[config.mk]
export PLATFORM = sky130hd
export DESIGN_NAME = wb_trace_buffer_flat
export DESIGN_NICKNAME = d
export VERILOG_FILES = /design/src/rtl/wb_trace_pkg.sv /design/src/rtl/wb_trace_buffer_if.sv /design/src/rtl/trace_ram.sv /design/src/rtl/wb_trace_buffer.sv /design/src/flat_wrapper.sv
export SDC_FILE = /design/constraint.sdc
export NUM_CORES = 2
export LEC_CHECK = 0
export CAP_MARGIN = 30
export CORE_MARGIN = 1.5
export CORE_UTILIZATION = 45
export DETAILED_ROUTE_END_ITERATION = 7
export PLACE_DENSITY = 0.7
export SLEW_MARGIN = 20
export SYNTH_ARGS = -nofsm -noshare
export SYNTH_HDL_FRONTEND = slang
export SYNTH_SLANG_ARGS = --single-unit
[constraint.sdc]
create_clock -name clk -period 20.3 [get_ports clk]
set_input_delay 4.06 -clock clk [delete_from_list [all_inputs] [get_ports clk]]
set_output_delay 4.06 -clock clk [all_outputs]
set_load 0.02 [all_outputs]
[src/rtl/wb_trace_pkg.sv]
// rtl/wb_trace_pkg.sv - shared state encoding and trace entry layout for the writeback trace buffer
package wb_trace_pkg;

    typedef enum logic [1:0] {
        ST_IDLE   = 2'd0,
        ST_ARMED  = 2'd1,
        ST_POST   = 2'd2,
        ST_FROZEN = 2'd3
    } trace_state_t;

    localparam int XLEN_DEF = 64;
    localparam int CYCW_DEF = 32;
    localparam int INSTR_W  = 32;
    localparam int RD_W     = 5;

    // Entry layout, most significant first: cycle, pc, instr, rd, data.
    function automatic int entry_width(input int xlen, input int cycw);
        return cycw + xlen + INSTR_W + RD_W + xlen;
    endfunction

    localparam int ENTRY_W = entry_width(XLEN_DEF, CYCW_DEF);

    typedef struct packed {
        logic [CYCW_DEF-1:0] cycle;
        logic [XLEN_DEF-1:0] pc;
        logic [INSTR_W-1:0]  instr;
        logic [RD_W-1:0]     rd;
        logic [XLEN_DEF-1:0] data;
    } trace_entry_t;

endpackage

[src/rtl/wb_trace_buffer_if.sv]
// rtl/wb_trace_buffer_if.sv - writeback tap stream and readout handshake bundle
interface wb_trace_buffer_if #(
    parameter int XLEN = 64,
    parameter int CYCW = 32
);
    import wb_trace_pkg::*;

    logic               wb_valid;
    logic [XLEN-1:0]    wb_pc;
    logic [INSTR_W-1:0] wb_instr;
    logic [RD_W-1:0]    wb_rd;
    logic [XLEN-1:0]    wb_data;

    logic               rd_ready;
    logic               rd_valid;
    logic [CYCW-1:0]    rd_cycle;
    logic [XLEN-1:0]    rd_pc;
    logic [INSTR_W-1:0] rd_instr;
    logic [RD_W-1:0]    rd_rd;
    logic [XLEN-1:0]    rd_data;

    modport master (
        output wb_valid, wb_pc, wb_instr, wb_rd, wb_data, rd_ready,
        input  rd_valid, rd_cycle, rd_pc, rd_instr, rd_rd, rd_data
    );

    modport slave (
        input  wb_valid, wb_pc, wb_instr, wb_rd, wb_data, rd_ready,
        output rd_valid, rd_cycle, rd_pc, rd_instr, rd_rd, rd_data
    );
endinterface

[src/rtl/trace_ram.sv]
// rtl/trace_ram.sv - entry storage with synchronous write and asynchronous read
module trace_ram #(
    parameter int DEPTH = 16,
    parameter int WIDTH = 8
) (
    input  logic                     clk,
    input  logic                     we,
    input  logic [$clog2(DEPTH)-1:0] waddr,
    input  logic [WIDTH-1:0]         wdata,
    input  logic [$clog2(DEPTH)-1:0] raddr,
    output logic [WIDTH-1:0]         rdata
);
    logic [WIDTH-1:0] mem [DEPTH];

    // Contents are abandoned on reset, so the array carries no reset.
    always_ff @(posedge clk) begin
        if (we) begin
            mem[waddr] <= wdata;
        end
    end

    assign rdata = mem[raddr];
endmodule

[src/rtl/wb_trace_buffer.sv]
// rtl/wb_trace_buffer.sv - triggered circular trace of retiring instructions with oldest-first readout
module wb_trace_buffer
    import wb_trace_pkg::*;
#(
    parameter int XLEN      = 64,
    parameter int DEPTH     = 16,
    parameter int CYCW      = 32,
    parameter int POST_TRIG = 8
) (
    input  logic                   clk,
    input  logic                   reset,
    input  logic                   arm,
    input  logic                   force_trig,
    input  logic                   trig_en,
    input  logic [XLEN-1:0]        trig_pc,
    wb_trace_buffer_if.slave       bus,
    output logic [1:0]             state,
    output logic [$clog2(DEPTH):0] count,
    output logic [CYCW-1:0]        cycle_cnt,
    output logic [CYCW-1:0]        retired_cnt
);
    localparam int AW = $clog2(DEPTH);
    localparam int EW = entry_width(XLEN, CYCW);
    localparam logic [AW-1:0] POST_INIT = AW'(POST_TRIG);
    localparam logic [AW:0]   FULL      = (AW+1)'(DEPTH);

    trace_state_t  st, st_nxt;
    logic [AW-1:0] wr_ptr;
    logic [AW-1:0] rd_ptr;
    logic [AW-1:0] post_cnt;
    logic [AW:0]   cnt;
    logic          trig_hit;
    logic          capture;
    logic          rd_valid;
    logic          pop;
    logic [EW-1:0] entry_in;
    logic [EW-1:0] entry_out;

    assign trig_hit = force_trig || (trig_en && bus.wb_valid && (bus.wb_pc == trig_pc));

    // State register.
    always_ff @(posedge clk) begin
        if (!reset) begin
            st <= ST_IDLE;
        end else begin
            st <= st_nxt;
        end
    end

    // Next-state: arm, trigger, post-window expiry, drain to empty.
    always_comb begin
        st_nxt = st;
        case (st)
            ST_IDLE:   if (arm) st_nxt = ST_ARMED;
            ST_ARMED:  if (trig_hit) st_nxt = (POST_TRIG == 0) ? ST_FROZEN : ST_POST;
            ST_POST:   if (capture && post_cnt == AW'(1)) st_nxt = ST_FROZEN;
            ST_FROZEN: if (cnt == '0 || (pop && cnt == (AW+1)'(1))) st_nxt = ST_IDLE;
            default:   st_nxt = ST_IDLE;
        endcase
    end

    // Outputs of the FSM: capture enable, readout valid and the pop strobe.
    always_comb begin
        capture  = bus.wb_valid && (st == ST_ARMED || st == ST_POST);
        rd_valid = (st == ST_FROZEN) && (cnt != '0);
        pop      = rd_valid && bus.rd_ready;
    end

    // Write pointer, occupancy and post-trigger countdown.
    always_ff @(posedge clk) begin
        if (!reset) begin
            wr_ptr   <= '0;
            cnt      <= '0;
            post_cnt <= '0;
        end else begin
            if (st == ST_IDLE && arm) begin
                wr_ptr <= '0;
                cnt    <= '0;
            end
            if (capture) begin
                wr_ptr <= wr_ptr + 1'b1;
                if (cnt != FULL) cnt <= cnt + 1'b1;
            end
            if (pop) begin
                cnt <= cnt - 1'b1;
            end
            if (st == ST_ARMED && trig_hit) begin
                post_cnt <= POST_INIT;
            end else if (st == ST_POST && capture) begin
                post_cnt <= post_cnt - 1'b1;
            end
        end
    end

    // Free-running cycle stamp and retire counter, both wrapping.
    always_ff @(posedge clk) begin
        if (!reset) begin
            cycle_cnt   <= '0;
            retired_cnt <= '0;
        end else begin
            cycle_cnt <= cycle_cnt + 1'b1;
            if (bus.wb_valid) retired_cnt <= retired_cnt + 1'b1;
        end
    end

    // The write pointer is frozen while reading, and each pop moves the read
    // pointer up by one as the count drops by one, so the oldest entry is
    // always wr_ptr - cnt. A full buffer (cnt == DEPTH) reads from wr_ptr.
    assign rd_ptr = wr_ptr - cnt[AW-1:0];

    assign entry_in = {cycle_cnt, bus.wb_pc, bus.wb_instr, bus.wb_rd, bus.wb_data};

    trace_ram #(
        .DEPTH (DEPTH),
        .WIDTH (EW)
    ) u_ram (
        .clk   (clk),
        .we    (capture),
        .waddr (wr_ptr),
        .wdata (entry_in),
        .raddr (rd_ptr),
        .rdata (entry_out)
    );

    assign bus.rd_valid = rd_valid;
    assign {bus.rd_cycle, bus.rd_pc, bus.rd_instr, bus.rd_rd, bus.rd_data} = entry_out;
    assign state = st;
    assign count = cnt;
endmodule
[src/flat_wrapper.sv]
// flat-port wrapper written by rule: the top's interface ports become plain ports
module wb_trace_buffer_flat import wb_trace_pkg::*;
#(
    parameter int XLEN      = 64,
    parameter int DEPTH     = 16,
    parameter int CYCW      = 32,
    parameter int POST_TRIG = 8
)
  (clk, reset, arm, force_trig, trig_en, trig_pc, state, count, cycle_cnt, retired_cnt, bus_wb_valid, bus_wb_pc, bus_wb_instr, bus_wb_rd, bus_wb_data, bus_rd_ready, bus_rd_valid, bus_rd_cycle, bus_rd_pc, bus_rd_instr, bus_rd_rd, bus_rd_data);
  wb_trace_buffer_if #(.XLEN(XLEN), .CYCW(CYCW)) bus_i ();
  input  logic clk;
  input  logic reset;
  input  logic arm;
  input  logic force_trig;
  input  logic trig_en;
  input  logic [XLEN-1:0] trig_pc;
  output logic [1:0] state;
  output logic [$clog2(DEPTH):0] count;
  output logic [CYCW-1:0] cycle_cnt;
  output logic [CYCW-1:0] retired_cnt;
  input wire logic [$bits(bus_i.wb_valid)-1:0] bus_wb_valid;
  input wire logic [$bits(bus_i.wb_pc)-1:0] bus_wb_pc;
  input wire logic [$bits(bus_i.wb_instr)-1:0] bus_wb_instr;
  input wire logic [$bits(bus_i.wb_rd)-1:0] bus_wb_rd;
  input wire logic [$bits(bus_i.wb_data)-1:0] bus_wb_data;
  input wire logic [$bits(bus_i.rd_ready)-1:0] bus_rd_ready;
  output wire logic [$bits(bus_i.rd_valid)-1:0] bus_rd_valid;
  output wire logic [$bits(bus_i.rd_cycle)-1:0] bus_rd_cycle;
  output wire logic [$bits(bus_i.rd_pc)-1:0] bus_rd_pc;
  output wire logic [$bits(bus_i.rd_instr)-1:0] bus_rd_instr;
  output wire logic [$bits(bus_i.rd_rd)-1:0] bus_rd_rd;
  output wire logic [$bits(bus_i.rd_data)-1:0] bus_rd_data;
  assign bus_i.wb_valid = bus_wb_valid;
  assign bus_i.wb_pc = bus_wb_pc;
  assign bus_i.wb_instr = bus_wb_instr;
  assign bus_i.wb_rd = bus_wb_rd;
  assign bus_i.wb_data = bus_wb_data;
  assign bus_i.rd_ready = bus_rd_ready;
  assign bus_rd_valid = bus_i.rd_valid;
  assign bus_rd_cycle = bus_i.rd_cycle;
  assign bus_rd_pc = bus_i.rd_pc;
  assign bus_rd_instr = bus_i.rd_instr;
  assign bus_rd_rd = bus_i.rd_rd;
  assign bus_rd_data = bus_i.rd_data;
  wb_trace_buffer #(.XLEN(XLEN), .DEPTH(DEPTH), .CYCW(CYCW), .POST_TRIG(POST_TRIG)) u_core (.clk(clk), .reset(reset), .arm(arm), .force_trig(force_trig), .trig_en(trig_en), .trig_pc(trig_pc), .bus(bus_i), .state(state), .count(count), .cycle_cnt(cycle_cnt), .retired_cnt(retired_cnt));
endmodule
==> flow_summary.ini <==
[pwr]
power_density_nw_per_um2 = 141
total_leakage_power_nw = 46.0
fin_total_pwr_mw = 20.4
power.ir.vdd_worst_uv = 148

[clock_tree]
cts_hold_buffers = 0
cts_buffer_depth = 4
ctsRootBufferMaster = sky130_fd_sc_hd__clkbuf_16
cts_tree = built
clkSinkCount = 3231
post_cts_resize_count = 0
clkTransAtPathRegs_ns = 0.06
cts_made_buffers = 333
cts_max_level = 5
post_cts.repair.setup_buffers = 0
clock_network_latency_to_the_later_pin_of_the_worst_skew_pair_ns = 0.92

[floorplanning]
initial_utilization_pct = 45.3
die_width_um = 529
row_count = 192
floorplan.core_area_sq_um = 274000
die_area_sq_um = 280000
die_h_um = 529
io_pins = 505

[worst_setup_path]
r2r_slack_ns = 15.31
crit_type = flop to primary output
worst_path_most_repeated_cell = sky130_fd_sc_hd__buf_12
critPathBufInv = 6
cp_delay_by_family_top = buffers and inverters
worst_ep_required_time_ns = 16.24
crit_chain = inv_1 -> ha_4 -> fa_4 -> buf_4 -> buf_16 -> buf_12 -> buf_12 -> mux4_2 -> and2_1 -> a211oi_1 -> a31oi_1 -> clkdlybuf4s50_1
arrival_ns = 7.39
endpoint_kind = primary output
cp_slowest_stage_delay_ns = 1.33
timing.critical_path.depth = 12
critical-path-slowest-cell = sky130_fd_sc_hd__fa_4
r2r-start = u_core.state[1]$_SDFFE_PN0P_
critical_path.reg2reg.endpoint = u_core.u_ram.mem[15][65]$_DFFE_PP_
start_kind = flop
reg2regPathDepth = 8
critical_path.max_fanout = 150

[detailed_routing]
route.final.wire_length_um = 299000
detailedRoute.firstIterationViolations = 6781
routedWlPerCell_um = 28.7
vias_per_cell = 5.89
vias = 61400
antenna_violating_nets_post_route = 0
post-route-drc-count = 0
count_of_tritonroute_iterations_in_the_first_routing_pass = 7

[min_path]
whs_path_depth = 2
worst_hold_startpoint = u_core.retired_cnt[14]$_SDFFE_PN0P_
worstHoldPathType = flop to flop
timing.hold.worst_endpoint = u_core.retired_cnt[14]$_SDFFE_PN0P_

[final_layout]
layout-area-overhead-vs-synth_pct = 16.4
final_common_cell = sky130_fd_sc_hd__edfxtp_1
fillCellCount = 20900
finish.cell_count_without_fillers = 10400
mostFrequentLayoutCells = 3152 x sky130_fd_sc_hd__edfxtp_1, 788 x sky130_fd_sc_hd__mux4_2, 503 x sky130_fd_sc_hd__clkdlybuf4s50_1, 443 x sky130_fd_sc_hd__nand2_1, 335 x sky130_fd_sc_hd__clkbuf_16
final_net_count = 6716
register_area_sq_um = 96200
layout-drive-gt1-share_pct = 21.5
area_of_combinational_cells_with_multiple_inputs_sq_um = 26600

[timing]
final.min_clock_period_ns = 11.45
fin_worst_setup_slack_ns = 8.85
fin_skew_ns = 0.0604
post-route-period-util_pct = 56.4
max_freq_mhz = 87.4
maxSlewViolCount = 0
fin_worst_hold_slack_ns = 0.505
rsz0062_at_grt = no
total_negative_slack_for_setup_checks_ns = 0
hold_viol_final = 0
setup_viol = 0
slew-limit-headroom_pct = 29.2
tightest_slew_ns = 1.06

[status]
outcome = complete, no violations

[logic_synthesis]
netlist_area_sq_um = 124000
syn_area_per_cell_sq_um = 21.4
netlist-cell-type-count = 56
synthArstFlopShare_pct = 0
synth-seq-cells = 3231
synth-edff-count = 3152
synth-seq-area-share_pct = 77.4
synthesis.instances = 5810
yosysWarnings = 0
dominantRegCellSynth = sky130_fd_sc_hd__edfxtp_1
syn_nets = 6067

[flow_run]
drv_cap = 0

[place]
place.gp.congestion = 0.778
placed_cells_incl_taps = 9809
pre_cts_slack_ns = 9.75
hpwlAfterDp_um = 156000
buffer_ports.inserted = 504

[grt]
maximum_number_of_pins_on_one_net_before_global_route_repair = 151
grtUsageTotal_pct = 21.2
antenna_found_initial = 48
first_global_vias = 63100
gr-total-overflow = 0
grt_pass1_wl_um = 432000
## area by class of cell
| cell class | count | share of cell area, % |
|---|---|---|
| Multi-Input combinational cell | 2233 | 18.4 |
| Inverter | 23 | 0.0596 |
| Antenna cell | 18 | 0.0311 |
| Clock buffer | 395 | 5.99 |
| Tap cell | 3686 | 3.18 |
| Sequential cell | 3231 | 66.5 |
| Clock inverter | 210 | 1.55 |
| Timing Repair Buffer | 637 | 4.35 |
## metrics by stage
step | utilization (%) | instance area [sq um]
after floorplan | - | 124000
after global placement | 48.7 | 134000
after detailed placement | 48.8 | 134000
after CTS | 52.8 | 145000
after global routing | 52.8 | 145000
final | 52.8 | 145000
## worst max path at each step
stage,start,end,slack (ns)
after CTS,u_core.wr_ptr[0]$_SDFFE_PN0P_,bus_rd_data[21],8.76
after global placement,u_core.wr_ptr[0]$_SDFFE_PN0P_,bus_rd_data[19],9.59
after floorplan,bus_wb_valid,u_core.u_ram.mem[3][0]$_DFFE_PP_,1.31
after global routing,u_core.wr_ptr[0]$_SDFFE_PN0P_,bus_rd_rd[1],8.50
final,u_core.wr_ptr[0]$_SDFFE_PN0P_,bus_rd_data[19],8.85
after detailed placement,u_core.wr_ptr[0]$_SDFFE_PN0P_,bus_rd_data[19],9.75
## state kept, by name, summed over array words and instances, names as in the netlist
register,count
u_core.u_ram.mem,3152
u_core.cycle_cnt,32
u_core.retired_cnt,32
u_core.state,2
u_core.wr_ptr,4
u_core.count,5
u_core.post_cnt,4
## worst register-to-register path, stage by stage, from the launching register on
cell	delay (ns)
sky130_fd_sc_hd__dfxtp_1	0.40
sky130_fd_sc_hd__inv_1	0.11
sky130_fd_sc_hd__ha_1	0.32
sky130_fd_sc_hd__and2_1	0.40
sky130_fd_sc_hd__nand2_1	0.34
sky130_fd_sc_hd__nor2_4	0.47
sky130_fd_sc_hd__buf_4	0.72
sky130_fd_sc_hd__buf_4	0.91
sky130_fd_sc_hd__buf_4	0.85
## metal layers
metal  GRT usage (%)  up-vias  wire (um)  part of all wire, %
met5               0        -        264                0.088
met4            6.28       44       6450                  2.2
met3            4.64      411      25400                  8.5
met2            33.8     2666     147000                   49
met1            29.2    32900     121000                   40
li1                -    25400          -                    -
## cell usage after synthesis (20+ instances only)
master	instances	area [sq um]
sky130_fd_sc_hd__xor2_1	62	543
sky130_fd_sc_hd__edfxtp_1	3152	94700
sky130_fd_sc_hd__a31oi_1	199	1240
sky130_fd_sc_hd__nand2_1	443	1660
sky130_fd_sc_hd__ha_1	20	250
sky130_fd_sc_hd__a211oi_1	197	1480
sky130_fd_sc_hd__dfxtp_1	79	1580
sky130_fd_sc_hd__nor2_1	26	97.6
sky130_fd_sc_hd__xnor2_1	46	403
sky130_fd_sc_hd__buf_1	43	161
sky130_fd_sc_hd__buf_6	23	259
sky130_fd_sc_hd__buf_4	42	315
sky130_fd_sc_hd__and2_1	251	1570
sky130_fd_sc_hd__clkbuf_1	158	593
sky130_fd_sc_hd__nand3_1	31	155
sky130_fd_sc_hd__buf_2	57	285
sky130_fd_sc_hd__mux4_2	788	17700
sky130_fd_sc_hd__inv_1	23	86.3
## where the power goes
| group | switching [mW] | total (mW) | internal [mW] |
|---|---|---|---|
| clock network | 2.58 | 6.05 | 3.47 |
| registers | 0.0415 | 7.53 | 7.48 |
| logic | 3.73 | 6.79 | 3.06 |
## logic make-up after synthesis
kind of cell / count (synthesis) / share of synthesized area [%]
AO/OA/AOI/OAI: 453 / 2.51
XOR/XNOR: 110 / 0.787
adder cells (fa/ha/maj): 21 / 0.217
buffers and inverters: 346 / 1.37
flip-flops: 3231 / 77.4
multiplexers: 791 / 14.3
AND/OR/NAND/NOR: 858 / 3.44
(Power assumes the default switching activity.)
